`src/rtl/rf_sched_pkg.sv`:
```
// Shared types and constants for the register-file access scheduler.
//   XLEN / AW     : data and register-address widths
//   rf_op_e       : operation issued to the register file in a cycle
//   wbuf_entry_t  : one buffered writeback (destination register + data)
package rf_sched_pkg;

  localparam int unsigned XLEN = 64;
  localparam int unsigned AW   = 5;

  typedef enum logic [1:0] {
    RF_OP_NOP,
    RF_OP_READ,
    RF_OP_WRITE
  } rf_op_e;

  typedef struct packed {
    logic [AW-1:0]   rd;
    logic [XLEN-1:0] data;
  } wbuf_entry_t;

endpackage

```
`src/rtl/rf_wbuf_fifo.sv`:
```
// Circular write buffer with occupancy count and a youngest-match lookup.
//   clk, reset             : clock, asynchronous active-high reset
//   i_push / i_push_entry  : enqueue an entry (caller guarantees not full)
//   i_pop                  : drop the head entry (caller guarantees not empty)
//   o_head                 : oldest entry
//   o_count/o_empty/o_full : occupancy
//   i_lk_addr1/2           : lookup addresses
//   i_lk_new_valid/entry   : an incoming entry treated as youngest for lookup
//   o_lk_hit1/2, data1/2   : youngest matching data per lookup address
module rf_wbuf_fifo
  import rf_sched_pkg::*;
#(
  parameter int unsigned DEPTH = 2,
  localparam int unsigned CW = $clog2(DEPTH + 1)
) (
  input  logic              clk,
  input  logic              reset,
  input  logic              i_push,
  input  wbuf_entry_t       i_push_entry,
  input  logic              i_pop,
  output wbuf_entry_t       o_head,
  output logic [CW-1:0]     o_count,
  output logic              o_empty,
  output logic              o_full,
  input  logic [AW-1:0]     i_lk_addr1,
  input  logic [AW-1:0]     i_lk_addr2,
  input  logic              i_lk_new_valid,
  input  wbuf_entry_t       i_lk_new_entry,
  output logic              o_lk_hit1,
  output logic [XLEN-1:0]   o_lk_data1,
  output logic              o_lk_hit2,
  output logic [XLEN-1:0]   o_lk_data2
);

  localparam int unsigned PW = (DEPTH > 1) ? $clog2(DEPTH) : 1;

  wbuf_entry_t     r_mem [DEPTH];
  logic [PW-1:0]   r_head;
  logic [PW-1:0]   r_tail;
  logic [CW-1:0]   r_count;

  function automatic logic [PW-1:0] ptr_inc(input logic [PW-1:0] p);
    return (p == PW'(DEPTH - 1)) ? '0 : p + 1'b1;
  endfunction

  always_ff @(posedge clk or posedge reset) begin
    if (reset) begin
      r_head  <= '0;
      r_tail  <= '0;
      r_count <= '0;
    end else begin
      if (i_push) r_tail <= ptr_inc(r_tail);
      if (i_pop)  r_head <= ptr_inc(r_head);
      if (i_push && !i_pop)      r_count <= r_count + 1'b1;
      else if (!i_push && i_pop) r_count <= r_count - 1'b1;
    end
  end

  // Storage needs no reset; validity is tracked by r_count.
  always_ff @(posedge clk) begin
    if (i_push) r_mem[r_tail] <= i_push_entry;
  end

  assign o_head  = r_mem[r_head];
  assign o_count = r_count;
  assign o_empty = (r_count == '0);
  assign o_full  = (r_count == CW'(DEPTH));

  // Walk oldest to youngest so later matches override earlier ones,
  // then let the incoming entry override everything.
  always_comb begin
    int            idx_int;
    logic [PW-1:0] idx;
    idx_int    = 0;
    idx        = '0;
    o_lk_hit1  = 1'b0;
    o_lk_data1 = '0;
    o_lk_hit2  = 1'b0;
    o_lk_data2 = '0;
    for (int k = 0; k < int'(DEPTH); k++) begin
      idx_int = (int'(r_head) + k) % int'(DEPTH);
      idx     = idx_int[PW-1:0];
      if (k < int'(r_count)) begin
        if (r_mem[idx].rd == i_lk_addr1) begin
          o_lk_hit1  = 1'b1;
          o_lk_data1 = r_mem[idx].data;
        end
        if (r_mem[idx].rd == i_lk_addr2) begin
          o_lk_hit2  = 1'b1;
          o_lk_data2 = r_mem[idx].data;
        end
      end
    end
    if (i_lk_new_valid && (i_lk_new_entry.rd == i_lk_addr1)) begin
      o_lk_hit1  = 1'b1;
      o_lk_data1 = i_lk_new_entry.data;
    end
    if (i_lk_new_valid && (i_lk_new_entry.rd == i_lk_addr2)) begin
      o_lk_hit2  = 1'b1;
      o_lk_data2 = i_lk_new_entry.data;
    end
  end

endmodule

```
`src/rtl/rf_access_scheduler.sv`:
```
// Arbitrates a single-port register file between two-operand decode reads and
// buffered writeback writes; reads are forwarded from the write buffer.
//   clk, reset                      : clock, asynchronous active-high reset
//   i_rd_req_* / o_rd_req_ready     : decode read request handshake
//   o_rd_rsp_valid / o_rd_rsp_data* : read response, one cycle after issue
//   i_wb_* / o_wb_ready             : writeback handshake (rd=0 is dropped)
//   o_rf_* / i_rf_rdata*            : register-file control and read data
//   o_wbuf_count                    : write-buffer occupancy
module rf_access_scheduler
  import rf_sched_pkg::*;
#(
  parameter int unsigned WBUF_DEPTH    = 2,
  parameter int unsigned MAX_RD_STREAK = 4,
  localparam int unsigned CW = $clog2(WBUF_DEPTH + 1)
) (
  input  logic            clk,
  input  logic            reset,
  input  logic            i_rd_req_valid,
  output logic            o_rd_req_ready,
  input  logic [AW-1:0]   i_rd_rs1,
  input  logic [AW-1:0]   i_rd_rs2,
  output logic            o_rd_rsp_valid,
  output logic [XLEN-1:0] o_rd_rsp_data1,
  output logic [XLEN-1:0] o_rd_rsp_data2,
  input  logic            i_wb_valid,
  output logic            o_wb_ready,
  input  logic [AW-1:0]   i_wb_rd,
  input  logic [XLEN-1:0] i_wb_data,
  output logic            o_rf_read_en,
  output logic [AW-1:0]   o_rf_read_addr1,
  output logic [AW-1:0]   o_rf_read_addr2,
  output logic [AW-1:0]   o_rf_write_addr,
  output logic [XLEN-1:0] o_rf_wdata,
  input  logic [XLEN-1:0] i_rf_rdata1,
  input  logic [XLEN-1:0] i_rf_rdata2,
  output logic [CW-1:0]   o_wbuf_count
);

  localparam int unsigned SW = $clog2(MAX_RD_STREAK + 1);

  rf_op_e          w_op;
  wbuf_entry_t     w_head;
  wbuf_entry_t     w_new;
  logic            w_empty;
  logic            w_full;
  logic            w_push;
  logic            w_pop;
  logic            w_hit1;
  logic            w_hit2;
  logic [XLEN-1:0] w_fdata1;
  logic [XLEN-1:0] w_fdata2;
  logic [XLEN-1:0] w_rsp_data1;
  logic [XLEN-1:0] w_rsp_data2;

  logic [SW-1:0]   r_streak;
  logic            r_rsp_valid;
  logic            r_fwd_hit1;
  logic            r_fwd_hit2;
  logic [XLEN-1:0] r_fwd_data1;
  logic [XLEN-1:0] r_fwd_data2;
  logic [XLEN-1:0] r_hold1;
  logic [XLEN-1:0] r_hold2;

  assign o_wb_ready     = !reset && !w_full;
  assign o_rd_req_ready = !reset &&
                          (w_empty || (!w_full && (r_streak < SW'(MAX_RD_STREAK))));

  assign w_new.rd   = i_wb_rd;
  assign w_new.data = i_wb_data;
  assign w_push     = i_wb_valid && o_wb_ready && (i_wb_rd != '0);
  assign w_pop      = (w_op == RF_OP_WRITE);

  rf_wbuf_fifo #(
    .DEPTH (WBUF_DEPTH)
  ) u_wbuf (
    .clk            (clk),
    .reset          (reset),
    .i_push         (w_push),
    .i_push_entry   (w_new),
    .i_pop          (w_pop),
    .o_head         (w_head),
    .o_count        (o_wbuf_count),
    .o_empty        (w_empty),
    .o_full         (w_full),
    .i_lk_addr1     (i_rd_rs1),
    .i_lk_addr2     (i_rd_rs2),
    .i_lk_new_valid (w_push),
    .i_lk_new_entry (w_new),
    .o_lk_hit1      (w_hit1),
    .o_lk_data1     (w_fdata1),
    .o_lk_hit2      (w_hit2),
    .o_lk_data2     (w_fdata2)
  );

  always_comb begin
    w_op            = RF_OP_NOP;
    o_rf_read_en    = 1'b0;
    o_rf_read_addr1 = i_rd_rs1;
    o_rf_read_addr2 = i_rd_rs2;
    o_rf_write_addr = '0;
    o_rf_wdata      = w_head.data;
    if (!reset) begin
      if (i_rd_req_valid && o_rd_req_ready) w_op = RF_OP_READ;
      else if (!w_empty)                    w_op = RF_OP_WRITE;
    end
    unique case (w_op)
      RF_OP_READ:  o_rf_read_en    = 1'b1;
      RF_OP_WRITE: o_rf_write_addr = w_head.rd;
      default:     ;
    endcase
  end

  // Streak counts reads that bypass a non-empty buffer; pre-enqueue state.
  always_ff @(posedge clk or posedge reset) begin
    if (reset) begin
      r_streak <= '0;
    end else if (w_empty || (w_op == RF_OP_WRITE)) begin
      r_streak <= '0;
    end else if ((w_op == RF_OP_READ) && (r_streak != SW'(MAX_RD_STREAK))) begin
      r_streak <= r_streak + 1'b1;
    end
  end

  // Forward snapshot at issue; rs=0 is forced to a zero "hit".
  always_ff @(posedge clk or posedge reset) begin
    if (reset) begin
      r_rsp_valid <= 1'b0;
      r_fwd_hit1  <= 1'b0;
      r_fwd_hit2  <= 1'b0;
      r_fwd_data1 <= '0;
      r_fwd_data2 <= '0;
    end else begin
      r_rsp_valid <= (w_op == RF_OP_READ);
      if (w_op == RF_OP_READ) begin
        r_fwd_hit1  <= w_hit1 || (i_rd_rs1 == '0);
        r_fwd_hit2  <= w_hit2 || (i_rd_rs2 == '0);
        r_fwd_data1 <= (i_rd_rs1 == '0) ? '0 : w_fdata1;
        r_fwd_data2 <= (i_rd_rs2 == '0) ? '0 : w_fdata2;
      end
    end
  end

  assign w_rsp_data1 = r_fwd_hit1 ? r_fwd_data1 : i_rf_rdata1;
  assign w_rsp_data2 = r_fwd_hit2 ? r_fwd_data2 : i_rf_rdata2;

  // Register file read data is only meaningful on the response cycle, so the
  // response is captured there and held afterwards.
  always_ff @(posedge clk or posedge reset) begin
    if (reset) begin
      r_hold1 <= '0;
      r_hold2 <= '0;
    end else if (r_rsp_valid) begin
      r_hold1 <= w_rsp_data1;
      r_hold2 <= w_rsp_data2;
    end
  end

  assign o_rd_rsp_valid = r_rsp_valid;
  assign o_rd_rsp_data1 = r_rsp_valid ? w_rsp_data1 : r_hold1;
  assign o_rd_rsp_data2 = r_rsp_valid ? w_rsp_data2 : r_hold2;

endmodule

```
`config.mk`:
```
export PLATFORM = sky130hd
export DESIGN_NAME = rf_access_scheduler
export DESIGN_NICKNAME = d
export VERILOG_FILES = /design/src/rtl/rf_sched_pkg.sv /design/src/rtl/rf_wbuf_fifo.sv /design/src/rtl/rf_access_scheduler.sv
export SDC_FILE = /design/constraint.sdc
export NUM_CORES = 1
export LEC_CHECK = 0
export ABC_CLOCK_PERIOD_IN_PS = 13200
export CORE_MARGIN = 8
export CORE_UTILIZATION = 37
export CTS_CLUSTER_DIAMETER = 30
export DETAILED_ROUTE_END_ITERATION = 10
export PLACE_DENSITY = 0.61
export SLEW_MARGIN = 0
export SYNTH_ARGS = -nofsm -noshare
export SYNTH_HDL_FRONTEND = slang
export SYNTH_HIERARCHICAL = 1
export SYNTH_SLANG_ARGS = --single-unit
```
`constraint.sdc`:
```
create_clock -name clk -period 13.2 [get_ports clk]
set_clock_uncertainty 0.1 [all_clocks]
set_input_delay 3.3 -clock clk [delete_from_list [all_inputs] [get_ports clk]]
set_output_delay 3.3 -clock clk [all_outputs]
set_load 0.01 [all_outputs]
```
# ---- Word-level counts from Yosys, hierarchy flattened
# Memories as Yosys holds them, arrays and structs flattened.
# Index checks and enable logic that the tools add are counted.
dict set report totals {
  reg_bits 266
  elab_cells 95
  input_bits 211
  out_inout_bits 213
  n_memories 1
  ramBits 138
}
dict set report classes {
  order_cmp 3
  mux 39
  add_sub_neg 6
  eq_ne 10
  n_reduce_logical 25
}
# name depth word_bits rd rd_ports_with_merged_regs wr line_no
set memory_table {}
lappend memory_table {u_wbuf.r_mem 2 69 2 0 1 rf_wbuf_fifo.sv:37} ;# wbuf_entry_t r_mem [DEPTH];
# op n
set ops {}
lappend ops {{$mux W64} 16}
lappend ops {{$eq A5 B5 Y1} 6}
lappend ops {{$mux W1} 15}
lappend ops {{$logic_and A1 B1 Y1} 11}
lappend ops {{$logic_not A5 Y1} 2}
lappend ops {{$mux W2} 5}
lappend ops {{$mux W3} 2}
lappend ops {{$mux W5} 1}
lappend ops {{$reduce_bool A5 Y1} 1}
lappend ops {{$eq A2 B2 Y1 const B} 2}
lappend ops {{$logic_not A1 Y1} 4}
lappend ops {{$logic_or A1 B1 Y1} 4}
lappend ops {{$lt A1 B2 Y1 const A} 2}
lappend ops {{$reduce_bool A2 Y1} 2}
lappend ops {{$add A1 B1 Y1 const B} 3}
lappend ops {{$add A3 B1 Y3 const B} 1}
lappend ops {{$lt A3 B3 Y1 const B} 1}
lappend ops {{$ne A3 B3 Y1 const B} 1}
lappend ops {{$add A2 B1 Y2 const B} 1}
lappend ops {{$eq A2 B1 Y1 const B} 1}
lappend ops {{$logic_not A2 Y1} 1}
lappend ops {{$sub A2 B1 Y2 const B} 1}

# ---- Depth between registers and ports, before layout
dict set report depth {
  depth_word 12
  depth_mapped 12
  ltp_nobuf 11
}

# ---- By module
# Netlist, hierarchy kept.
# module cells_per_inst seq_area_each_um2 area_each_um2 n_inst
set by_module_without_submodules {}
lappend by_module_without_submodules {rf_access_scheduler 1045 6556.3 11242.0 1}
lappend by_module_without_submodules {rf_wbuf_fifo 820 4244.1 9323.9 1}

# ---- Least setup slack after synthesis
# No wires, ideal clock.
dict set report synth_path {
  path_kind {input-to-reg}
  start {input port reset}
  end {register r_streak[0]}
  arrival_ns 9.000
  required_ns 12.708
  path_buffers 0
  stages 2
  path_slack_ns 3.707
  setup_ns 0.392
  path_cell_list {inv_1 -> o32ai_1}
}
dict set report synth_between {
  elab_chain_len 8
  word_cells_on_any_way 11
  cone_classes {eq/ne: 2; mux: 3; reduce/logical: 6}
}
# item line_no
set synth_lines {}
lappend synth_lines {{from (decl)} rf_access_scheduler.sv:17} ;# input logic reset,
lappend synth_lines {{$logic_not A1 Y1 (no line)} -}
lappend synth_lines {{$logic_and A1 B1 Y1} rf_access_scheduler.sv:65} ;# assign o_rd_req_ready = !reset &&
lappend synth_lines {{$logic_and A1 B1 Y1} rf_access_scheduler.sv:103} ;# if (i_rd_req_valid && o_rd_req_ready) w_op = RF_OP_READ;
lappend synth_lines {{$mux W2} rf_access_scheduler.sv:103}
lappend synth_lines {{$mux W2 *} rf_access_scheduler.sv:102} ;# if (!reset) begin
lappend synth_lines {{$eq A2 B2 Y1 or $eq A2 B1 Y1 (tied branches)} {rf_access_scheduler.sv:117, rf_access_scheduler.sv:119}}
lappend synth_lines {{$logic_or A1 B1 Y1 or $logic_and A1 B1 Y1 (tied branches)} {rf_access_scheduler.sv:117, rf_access_scheduler.sv:119}}
lappend synth_lines {{$mux W3 or $reduce_bool A2 Y1 (tied branches)} -}
lappend synth_lines {{to (signal assigned)} rf_access_scheduler.sv:120} ;# r_streak <= r_streak + 1'b1;
lappend synth_lines {{to (decl)} rf_access_scheduler.sv:55} ;# logic [SW-1:0] r_streak;
# Mark *: on every way between the ends. The rest lies on a longest branch, timed or not.
# A chain may end at the register's enable or synchronous reset.

# ---- Worst setup path in the final report
dict set report layout_path {
  start {input port reset}
  end {output port o_rf_read_en}
}
dict set report layout_between {
  elab_chain_len 7
}
# item line_no
set layout_lines {}
lappend layout_lines {{$logic_not A1 Y1 (no line)} -}
lappend layout_lines {{$logic_and A1 B1 Y1} rf_access_scheduler.sv:65}
lappend layout_lines {{$logic_and A1 B1 Y1} rf_access_scheduler.sv:103}
lappend layout_lines {{$mux W2} rf_access_scheduler.sv:103}
lappend layout_lines {{$mux W2 *} rf_access_scheduler.sv:102}
lappend layout_lines {{$eq A2 B1 Y1 *} rf_access_scheduler.sv:106} ;# unique case (w_op)
lappend layout_lines {{$mux W1 *} rf_access_scheduler.sv:106}
lappend layout_lines {{to (decl)} rf_access_scheduler.sv:29} ;# output logic o_rf_read_en,
# Marked as above.

==> flow_metrics.env <==
export IMPL_crit_type="in2out"
export IMPL_finalPower_mw=6.488
export IMPL_cp_startpoint="reset"
export IMPL_placementRows=86
export IMPL_avgSynthCellArea_um2=11.03
export IMPL_synth_mux_area_share_pct=13.40
export IMPL_clk_pin_slew_worst_paths_ns=0.04
export IMPL_wire_per_inst_um=23.39
export IMPL_core_region_area_um2=54990
export IMPL_grtUsageTotal_pct=22.17
export IMPL_synth_edf_count=138
export IMPL_worst_pin_slew_ns=1.277
export IMPL_ctsResizeCount=0
export IMPL_finalMaxSlewViolations=0
export IMPL_cts_hold_buf=0
export IMPL_gp_congestion=0.8165
export IMPL_seq_area_frac_synth_pct=52.52
export IMPL_regToRegSetupSlack_ns=8.29
export IMPL_hp_class="reg2reg"
export IMPL_areaGrowthSynthToFinish_pct=39.53
export IMPL_power_leakage_nw=11.78
export IMPL_yosysMostFrequentCell="dfrtp_1"
export IMPL_min_period_ns=9.227
export IMPL_wirelength_um=72240
export IMPL_clock_latency_ns=0.63
export IMPL_nets=2459
export IMPL_cp_arrival_ns=5.83
export IMPL_yosysUniqueCellTypes=49
export IMPL_grt_start_max_net_pins=93
export IMPL_maxCapViolations=0
export IMPL_drive_above_1_share_pct=12.32
export IMPL_r2r_cells=9
export IMPL_fp_dieH_um=251.8
export IMPL_worstPathMaxFanout=69
export IMPL_max_freq_ghz=0.1084
export IMPL_antenna_left=0
export IMPL_ir_drop_mv=0.1225
export IMPL_dpl_hpwl_um=44280
export IMPL_synth_xor_area_share_pct=1.491
export IMPL_yosys_area_top_type_share_pct=32.37
export IMPL_synthFlopType="dfrtp_1"
export IMPL_num_vias=16860
export IMPL_synth_nets=2082
export IMPL_first_global_vias=17640
export IMPL_die_x_um=251.8
export IMPL_register_area_um2=10820
export IMPL_synth_area_leaders="dfrtp_1, edfxtp_1, mux2i_1, o221ai_1, o21a_1"
export IMPL_tritoncts="done"
export IMPL_vias_per_cell=5.458
export IMPL_final_hold_viol_count=0
export IMPL_dr_first_iter_drc_count=1132
export IMPL_drtPass1Iterations=5
export IMPL_grt_ovfl_total=0
export IMPL_fin_tns_setup_ns=0
export IMPL_startpoint_type="input port"
export IMPL_drc=0
export IMPL_io_buffers=423
export IMPL_ys_warn_count=6
export IMPL_synth_seq_cells=404
export IMPL_initial_core_util_pct=37.40
export IMPL_antenna_found_initial=6
export IMPL_async_reset_ff_share_pct=65.84
export IMPL_min_period_over_period_pct=69.90
export IMPL_rsz0062_at_grt="no"
export IMPL_setup_worst_path_end="o_rf_read_en"
export IMPL_yosys_area_share_simple_pct=5.007
export IMPL_cts_root_buf="clkbuf_16"
export IMPL_fillers=4838
export IMPL_utilization_pct=52.19
export IMPL_grt_pass1_wl_um=110000
export IMPL_p_per_area_nw_per_um2=226.1
export IMPL_die_area_um2=63380
export IMPL_worst_slack_ns=3.973
export IMPL_synth_top_cell_by_area="dfrtp_1"
export IMPL_timing_rr_start="u_wbuf/r_head"
export IMPL_slew_headroom_pct=14.45
export IMPL_post_cts_buffers=0
export IMPL_synthTopCellsByCount="dfrtp_1, mux2i_1, nor2_1, edfxtp_1, a21oi_1"
export IMPL_cp_required_ns=9.80
export IMPL_worst_setup_path_end_kind="primary output"
export IMPL_reg2reg_to="r_fwd_data2[30]"
export IMPL_numCtsBuffers=107
export IMPL_htreeDepth=3
export IMPL_synthesis_area_um2=20570
export IMPL_synth_top_family_by_area="compound AO/OA/AOI/OAI gates"
export IMPL_netlist_instances=1865
export IMPL_synth_compound_area_share_pct=21.36
export IMPL_status="finished clean"
export IMPL_post_place_ws_ns=3.890
export IMPL_multi_input_area_um2=8623
export IMPL_cts_sinks=404
export IMPL_ios=424
export IMPL_clockBufferDepth=3
export IMPL_synth_fa_ha_area_share_pct=0.3650
export IMPL_finalSetupViolCount=0
## worst max-delay path, cell delays in order
cell and delay (ns):
clkdlybuf4s50_1 0.63, nor2b_1 0.46, nand2_4 0.53, inv_2 0.29
clkdlybuf4s50_1 0.61
## kinds of logic after synthesis
logic type | Yosys count
compound gates | 654
flops | 404
buf+inv | 255
simple gates | 245
fa+ha+maj | 6
xor+xnor | 35
mux | 266
## state kept, by name (all words and copies together) (netlist names)
signal / cells
u_wbuf/r_tail: 1
u_wbuf/r_head: 1
r_fwd_hit2: 1
r_fwd_hit1: 1
r_hold2: 64
r_hold1: 64
r_fwd_data2: 64
o_rd_rsp_valid: 1
u_wbuf/o_count: 2
r_streak: 3
r_fwd_data1: 64
u_wbuf/r_mem: 138
## layout make-up
type	count	share of cell area (%)
sequential	404	37.69
tap	748	3.261
multi-input combinational	1206	30.05
inverter	78	1.046
clock inverter	65	2.494
clock buffer	139	10.10
timing repair buffer	445	15.32
antenna	4	0.03488
## layer usage
| layer | vias up | routed length, um | share of wire, % | track usage (%) |
|---|---|---|---|---|
| li1 | 7712 | - | - | - |
| met1 | 8403 | 31120 | 43 | 28.48 |
| met2 | 628 | 35020 | 48 | 36.90 |
| met3 | 114 | 4446 | 6.2 | 4.661 |
| met4 | 4 | 1632 | 2.3 | 7.682 |
| met5 | - | 23 | 0.032 | 0 |
## power by group
group / internal, mW / switching [mW] / leakage [nW]
combinational: 0.990 / 1.14 / 5.41
clock: 1.76 / 0.805 / 1.75
sequential: 1.61 / 0.191 / 4.62
## through the flow
| stage | hold slack, ns | cell area, um2 | instances |
|---|---|---|---|
| after global routing | 0.4127 | 28700 | 3089 |
| final | 0.3871 | 28700 | 3089 |
| after CTS | 0.3971 | 28690 | 3085 |
| after global placement | 0.3890 | 25070 | 2881 |
| after floorplan | 0.3555 | 20570 | 1865 |
| after detailed placement | 0.3832 | 25070 | 2881 |
## cells in the final DEF (no fill, tap or decap), drive strengths merged, types with 3 or more instances in the layout
| cell | instances |
|---|---|
| clkbuf | 139 |
| a21oi | 132 |
| clkinv | 40 |
| edfxtp | 138 |
| nand3 | 3 |
| clkinvlp | 10 |
| dfrtp | 266 |
| nor2 | 141 |
| a22o | 63 |
| nand4 | 3 |
| o21ai | 192 |
| o221ai | 126 |
| buf | 23 |
| or3 | 3 |
| mux2 | 65 |
| nand2b | 6 |
| bufinv | 11 |
| nor3 | 3 |
| o21a | 126 |
| and2 | 6 |
| mux2i | 201 |
| inv | 82 |
| diode | 4 |
| clkdlybuf4s50 | 422 |
| xor2 | 20 |
| nor4 | 4 |
| ha | 6 |
| nand2 | 72 |
| xnor2 | 15 |
## worst min-delay path by stage
| stage | from | to | slack [ns] | depth (start not counted) |
|---|---|---|---|---|
| detailed placement | r_fwd_data1[63] | r_fwd_data1[63] | 0.38 | 1 |
| finish | r_fwd_data1[63] | r_fwd_data1[63] | 0.39 | 1 |
| global placement | r_fwd_data2[41] | r_fwd_data2[41] | 0.39 | 1 |
| CTS | r_fwd_data1[63] | r_fwd_data1[63] | 0.40 | 1 |
| floorplan | u_wbuf/r_tail | u_wbuf/r_tail | 0.36 | 1 |
| global route | r_fwd_data2[17] | r_fwd_data2[17] | 0.41 | 1 |
No activity file was read; power rests on OpenSTA's default activity.
